[src/rtl/store_size_rmw.sv]
// store_size_rmw
// Store-path unit in front of data memory. SW writes the whole word directly;
// SH/SB read the current word, merge the low half-word/byte of B into it and
// write the merged word back. Completion is reported with a one-cycle done
// pulse; a reserved size code completes immediately with err and no write.
//
// Ports
//   clk                 system clock, rising edge
//   reset               asynchronous, active-high reset
//   start               request strobe, sampled only in IDLE
//   store_size_control  00=SW, 01=SH, 10=SB, 11=reserved
//   addr                store address, passed to memory unchanged
//   b_input             store data (register B)
//   mem_data_in         memory read data
//   mem_addr            memory address (registered)
//   mem_wr              memory write enable (registered)
//   mem_data_out        memory write data (registered)
//   busy                high in every non-IDLE state
//   done                one-cycle completion pulse
//   err                 one-cycle pulse with done for a reserved size code
//
// state | meaning
// IDLE  | waiting for start; outputs hold, mem_wr=0
// READ  | waiting READ_LATENCY cycles for the read word (SH/SB)
// WRITE | mem_wr=1 for this single cycle
// DONE  | done (and err for reserved code) pulse
module store_size_rmw #(
  parameter int READ_LATENCY = 1
) (
  input  logic        clk,
  input  logic        reset,
  input  logic        start,
  input  logic [1:0]  store_size_control,
  input  logic [31:0] addr,
  input  logic [31:0] b_input,
  input  logic [31:0] mem_data_in,
  output logic [31:0] mem_addr,
  output logic        mem_wr,
  output logic [31:0] mem_data_out,
  output logic        busy,
  output logic        done,
  output logic        err
);

  typedef enum logic [1:0] {IDLE, READ, WRITE, DONE} state_t;

  localparam logic [1:0] SZ_WORD = 2'b00;
  localparam logic [1:0] SZ_HALF = 2'b01;
  localparam logic [1:0] SZ_BYTE = 2'b10;
  // Counter value seen in the last READ cycle (counter starts at 0).
  localparam logic [1:0] LAST = 2'(READ_LATENCY - 1);

  state_t      state, state_n;
  logic [1:0]  cnt, cnt_n;
  logic [1:0]  size_q, size_n;
  logic [31:0] b_q, b_n;
  logic [31:0] addr_n, data_n;
  logic        wr_n, done_n, err_n;

  always_ff @(posedge clk or posedge reset) begin
    if (reset) begin
      state        <= IDLE;
      cnt          <= 2'd0;
      size_q       <= 2'd0;
      b_q          <= 32'd0;
      mem_addr     <= 32'd0;
      mem_wr       <= 1'b0;
      mem_data_out <= 32'd0;
      done         <= 1'b0;
      err          <= 1'b0;
    end else begin
      state        <= state_n;
      cnt          <= cnt_n;
      size_q       <= size_n;
      b_q          <= b_n;
      mem_addr     <= addr_n;
      mem_wr       <= wr_n;
      mem_data_out <= data_n;
      done         <= done_n;
      err          <= err_n;
    end
  end

  // Output registers are loaded one edge ahead so that mem_wr/done/err are
  // high exactly during the WRITE/DONE cycles.
  always_comb begin
    state_n = state;
    cnt_n   = cnt;
    size_n  = size_q;
    b_n     = b_q;
    addr_n  = mem_addr;
    data_n  = mem_data_out;
    wr_n    = 1'b0;
    done_n  = 1'b0;
    err_n   = 1'b0;
    case (state)
      IDLE: begin
        if (start) begin
          size_n = store_size_control;
          b_n    = b_input;
          addr_n = addr;
          cnt_n  = 2'd0;
          case (store_size_control)
            SZ_WORD: begin
              wr_n    = 1'b1;
              data_n  = b_input;
              state_n = WRITE;
            end
            SZ_HALF, SZ_BYTE: state_n = READ;
            default: begin
              done_n  = 1'b1;
              err_n   = 1'b1;
              state_n = DONE;
            end
          endcase
        end
      end
      READ: begin
        if (cnt == LAST) begin
          wr_n    = 1'b1;
          data_n  = (size_q == SZ_HALF) ? {mem_data_in[31:16], b_q[15:0]}
                                        : {mem_data_in[31:8],  b_q[7:0]};
          state_n = WRITE;
        end else begin
          cnt_n = cnt + 2'd1;
        end
      end
      WRITE: begin
        done_n  = 1'b1;
        state_n = DONE;
      end
      DONE: state_n = IDLE;
      default: state_n = IDLE;
    endcase
  end

  assign busy = (state != IDLE);

endmodule

[config.mk]
export PLATFORM = sky130hd
export DESIGN_NAME = store_size_rmw
export DESIGN_NICKNAME = d
export VERILOG_FILES = /design/src/rtl/store_size_rmw.sv
export SDC_FILE = /design/constraint.sdc
export NUM_CORES = 1
export LEC_CHECK = 0
export BUFFER_PORTS_ARGS = -buffer_cell sky130_fd_sc_hd__clkbuf_2
export CORE_AREA = 10 10 115 117
export CTS_CLUSTER_DIAMETER = 60
export DETAILED_ROUTE_END_ITERATION = 8
export DIE_AREA = 0 0 125 127
export HOLD_SLACK_MARGIN = 0.02
export PLACE_DENSITY = 0.73
export SLEW_MARGIN = 0
export SYNTH_ARGS = -nofsm -noshare
export SYNTH_HDL_FRONTEND = slang
export SYNTH_SLANG_ARGS = --single-unit
[constraint.sdc]
create_clock -name clk -period 8.9 [get_ports clk]
set_input_delay 1.78 -clock clk [delete_from_list [all_inputs] [get_ports clk]]
set_output_delay 1.78 -clock clk [all_outputs]
set_load 0.01 [all_outputs]
==> results.cfg <==
[run_status]
status = finished, final reports clean

[synth]
ys_seq_elements = 89
yosysTopAreaCell = dfrtp_1
yosys_warnings = 0
synth_cells = 314
yosys.area.top_type_share_pct = 56.4
mappedNetlistArea_mm2 = 0.00395
synthTopCellsByArea = dfrtp_1 56%, mux2_2 16%, mux2i_1 6.1%
yosysSeqAreaShare_pct = 56.4
syn-num-nets = 422
ys_types = 25
syn_area_per_cell_um2 = 12.6

[critical_path]
max_stage_delay_ns = 0.41
cp.depth = 4
path_max_fanout = 8
crit_buf_inv = 3
worst_r2r_startpoint = state[1]
crit_type = reg -> out
crit_required_ns = 7.12
start_kind = flop
crit_top_cell = inv_1
cp-startpoint = state[0]
ff2ff_path_depth = 6
path_cells = inv_1, ha_1, inv_1, clkbuf_2
cp_slowest_cell = dfrtp_1
cp.arrival_ns = 1.45
setup.worst_path.end = busy
r2r_setup_slack_ns = 6.38
r2r_end = mem_data_out[10]
crit_family = flip-flops
cp-end-kind = output pin

[timing]
period_share_pct = 36.3
fin_crit_ns = 3.23
rsz0062_at_grt = no
hold_viol_final = 0
fmax_mhz = 309
worst_slack_ns = 5.67
hold_ws_ns = 0.500
setup-tns-final_ns = 0
maxSlewViolCount = 0
slew_headroom_pct = 42.1
worstMarginPinSlew_ns = 0.869
skew_ns = 0.00551
setup_viol_count_final = 0

[cells_and_area]
num-fill-cells = 1025
layout_common_cells = 160 x clkbuf_2, 89 x dfrtp_1, 57 x mux2_2
drive_gt1_share_pct = 54.0
final_net_count = 577
final_common_cell = clkbuf_2
stdcell_area_mm2 = 0.00512
post-route-util_pct = 46.1
syn2layout_area_growth_pct = 29.8
antennaDiodeCount = 0

[floorplanning]
row_count = 39
num_io_pins = 169
initial_utilization_pct = 35.5
dieArea_mm2 = 0.0159
die_h_um = 127
floorplan.die.width_um = 125
core-area_mm2 = 0.0111

[placed_design]
io_buffers = 160
dp.final_hpwl_um = 7250
gp_congestion = 0.762
dp_slack_ns = 5.38
dpl-instance-area_mm2 = 0.00483

[clocking]
post_cts_resized = 0
clk_path_buf_depth = 2
cts_setup_buffers = 0
clkSinkCount = 89
cts_made_buffers = 9
cts.clk_slew.worst_paths_ns = 0.06
clk_latency_ns = 0.34
cts-hold-fix-buffers = 0
cts_root_buf = clkbuf_16
tritoncts = yes
htree_levels = 3

[grt]
antenna_found_initial = 0
grt_max_degree = 57
overflow = 0
grt_pass1_wl_um = 15300
track_usage_pct = 11.8
grt_pass1_vias = 3086

[route]
vias_per_cell = 4.64
drt_pass1_iterations = 4
wl_per_cell_um = 15.6
routed_wl_um = 9630
vias = 2860
drc = 0
drt_iter0_drc = 131
ant_nets = 0

[power]
leakagePower_nw = 2.49
ir_worst_vdd_mv = 0.145
p_per_area_mw_per_mm2 = 365

[min_path]
min-delay-path-class = reg -> reg

[flow_run]
maxCapViolCount = 0
[where the power goes]
part | internal [mW] | switching, mW | total, mW
logic | 0.377 | 0.421 | 0.798
clock network | 0.220 | 0.150 | 0.370
registers | 0.607 | 0.0966 | 0.704
[through the flow]
step | cells | total power [mW]
2_1_floorplan | 314 | 1.27
4_1_cts | 617 | 1.90
5_1_grt | 617 | 2.01
3_3_place_gp | 601 | 1.49
3_5_place_dp | 601 | 1.53
6_report | 617 | 1.87
[cell families after synthesis]
logic type | count (synthesis) | share of synthesized area (%)
DFF | 89 | 56.4
muxes | 81 | 22.3
and+or+nand+nor | 66 | 6.97
AOI/OAI and AO/OA | 44 | 7.86
buffers and inverters | 27 | 4.18
adders and majority gates | 7 | 2.22
[cell usage after synthesis]
master and number:
nor2_1 38, o21ai_0 2, nand2b_1 1, buf_4 2, o211ai_1 1, dfrtp_1 89, a31oi_1 8, a21oi_1 12
nand2b_4 1, inv_1 8, or2_2 1, buf_6 6, nand2_1 20, and3_1 1, a22o_1 3, clkbuf_1 2
mux2_2 57, nand3_1 1, ha_1 7, o21bai_1 1, mux2i_1 24, a21oi_2 17, nor2b_1 2, buf_2 9
and2b_1 1
[routing by layer]
layer,track usage (%),vias up,wire [um]
li1,-,1377,-
met1,13.6,1361,4080
met2,18.3,111,4400
met3,5.67,11,995
met5,0,-,0
met4,4.95,0,161
[worst min path at each step]
stage,cells past startpoint,endpoint,startpoint
after floorplan,2,size_q[1],size_q[1]
after global placement,1,cnt[0],cnt[0]
after detailed placement,1,mem_addr[12],mem_addr[12]
after CTS,1,mem_addr[12],mem_addr[12]
after global routing,1,mem_addr[8],mem_addr[8]
final,1,mem_addr[12],mem_addr[12]
[layout make-up]
class	instances	area [um2]	area share [%]
clock buffer	15	288	5.62
timing repair buffer	163	823	16.1
inverter	8	32.5	0.635
multi-input combinational	198	1570	30.6
tap	143	179	3.49
sequential	89	2230	43.5
clock inverter	1	7.51	0.146
[flip-flops by register name, indices dropped and copies added, names as in the netlist]
register / cells
mem_data_out: 32
done: 1
b_q: 16
mem_wr: 1
mem_addr: 32
cnt: 2
state: 2
err: 1
size_q: 2
Power figures use the tool's default switching activity.
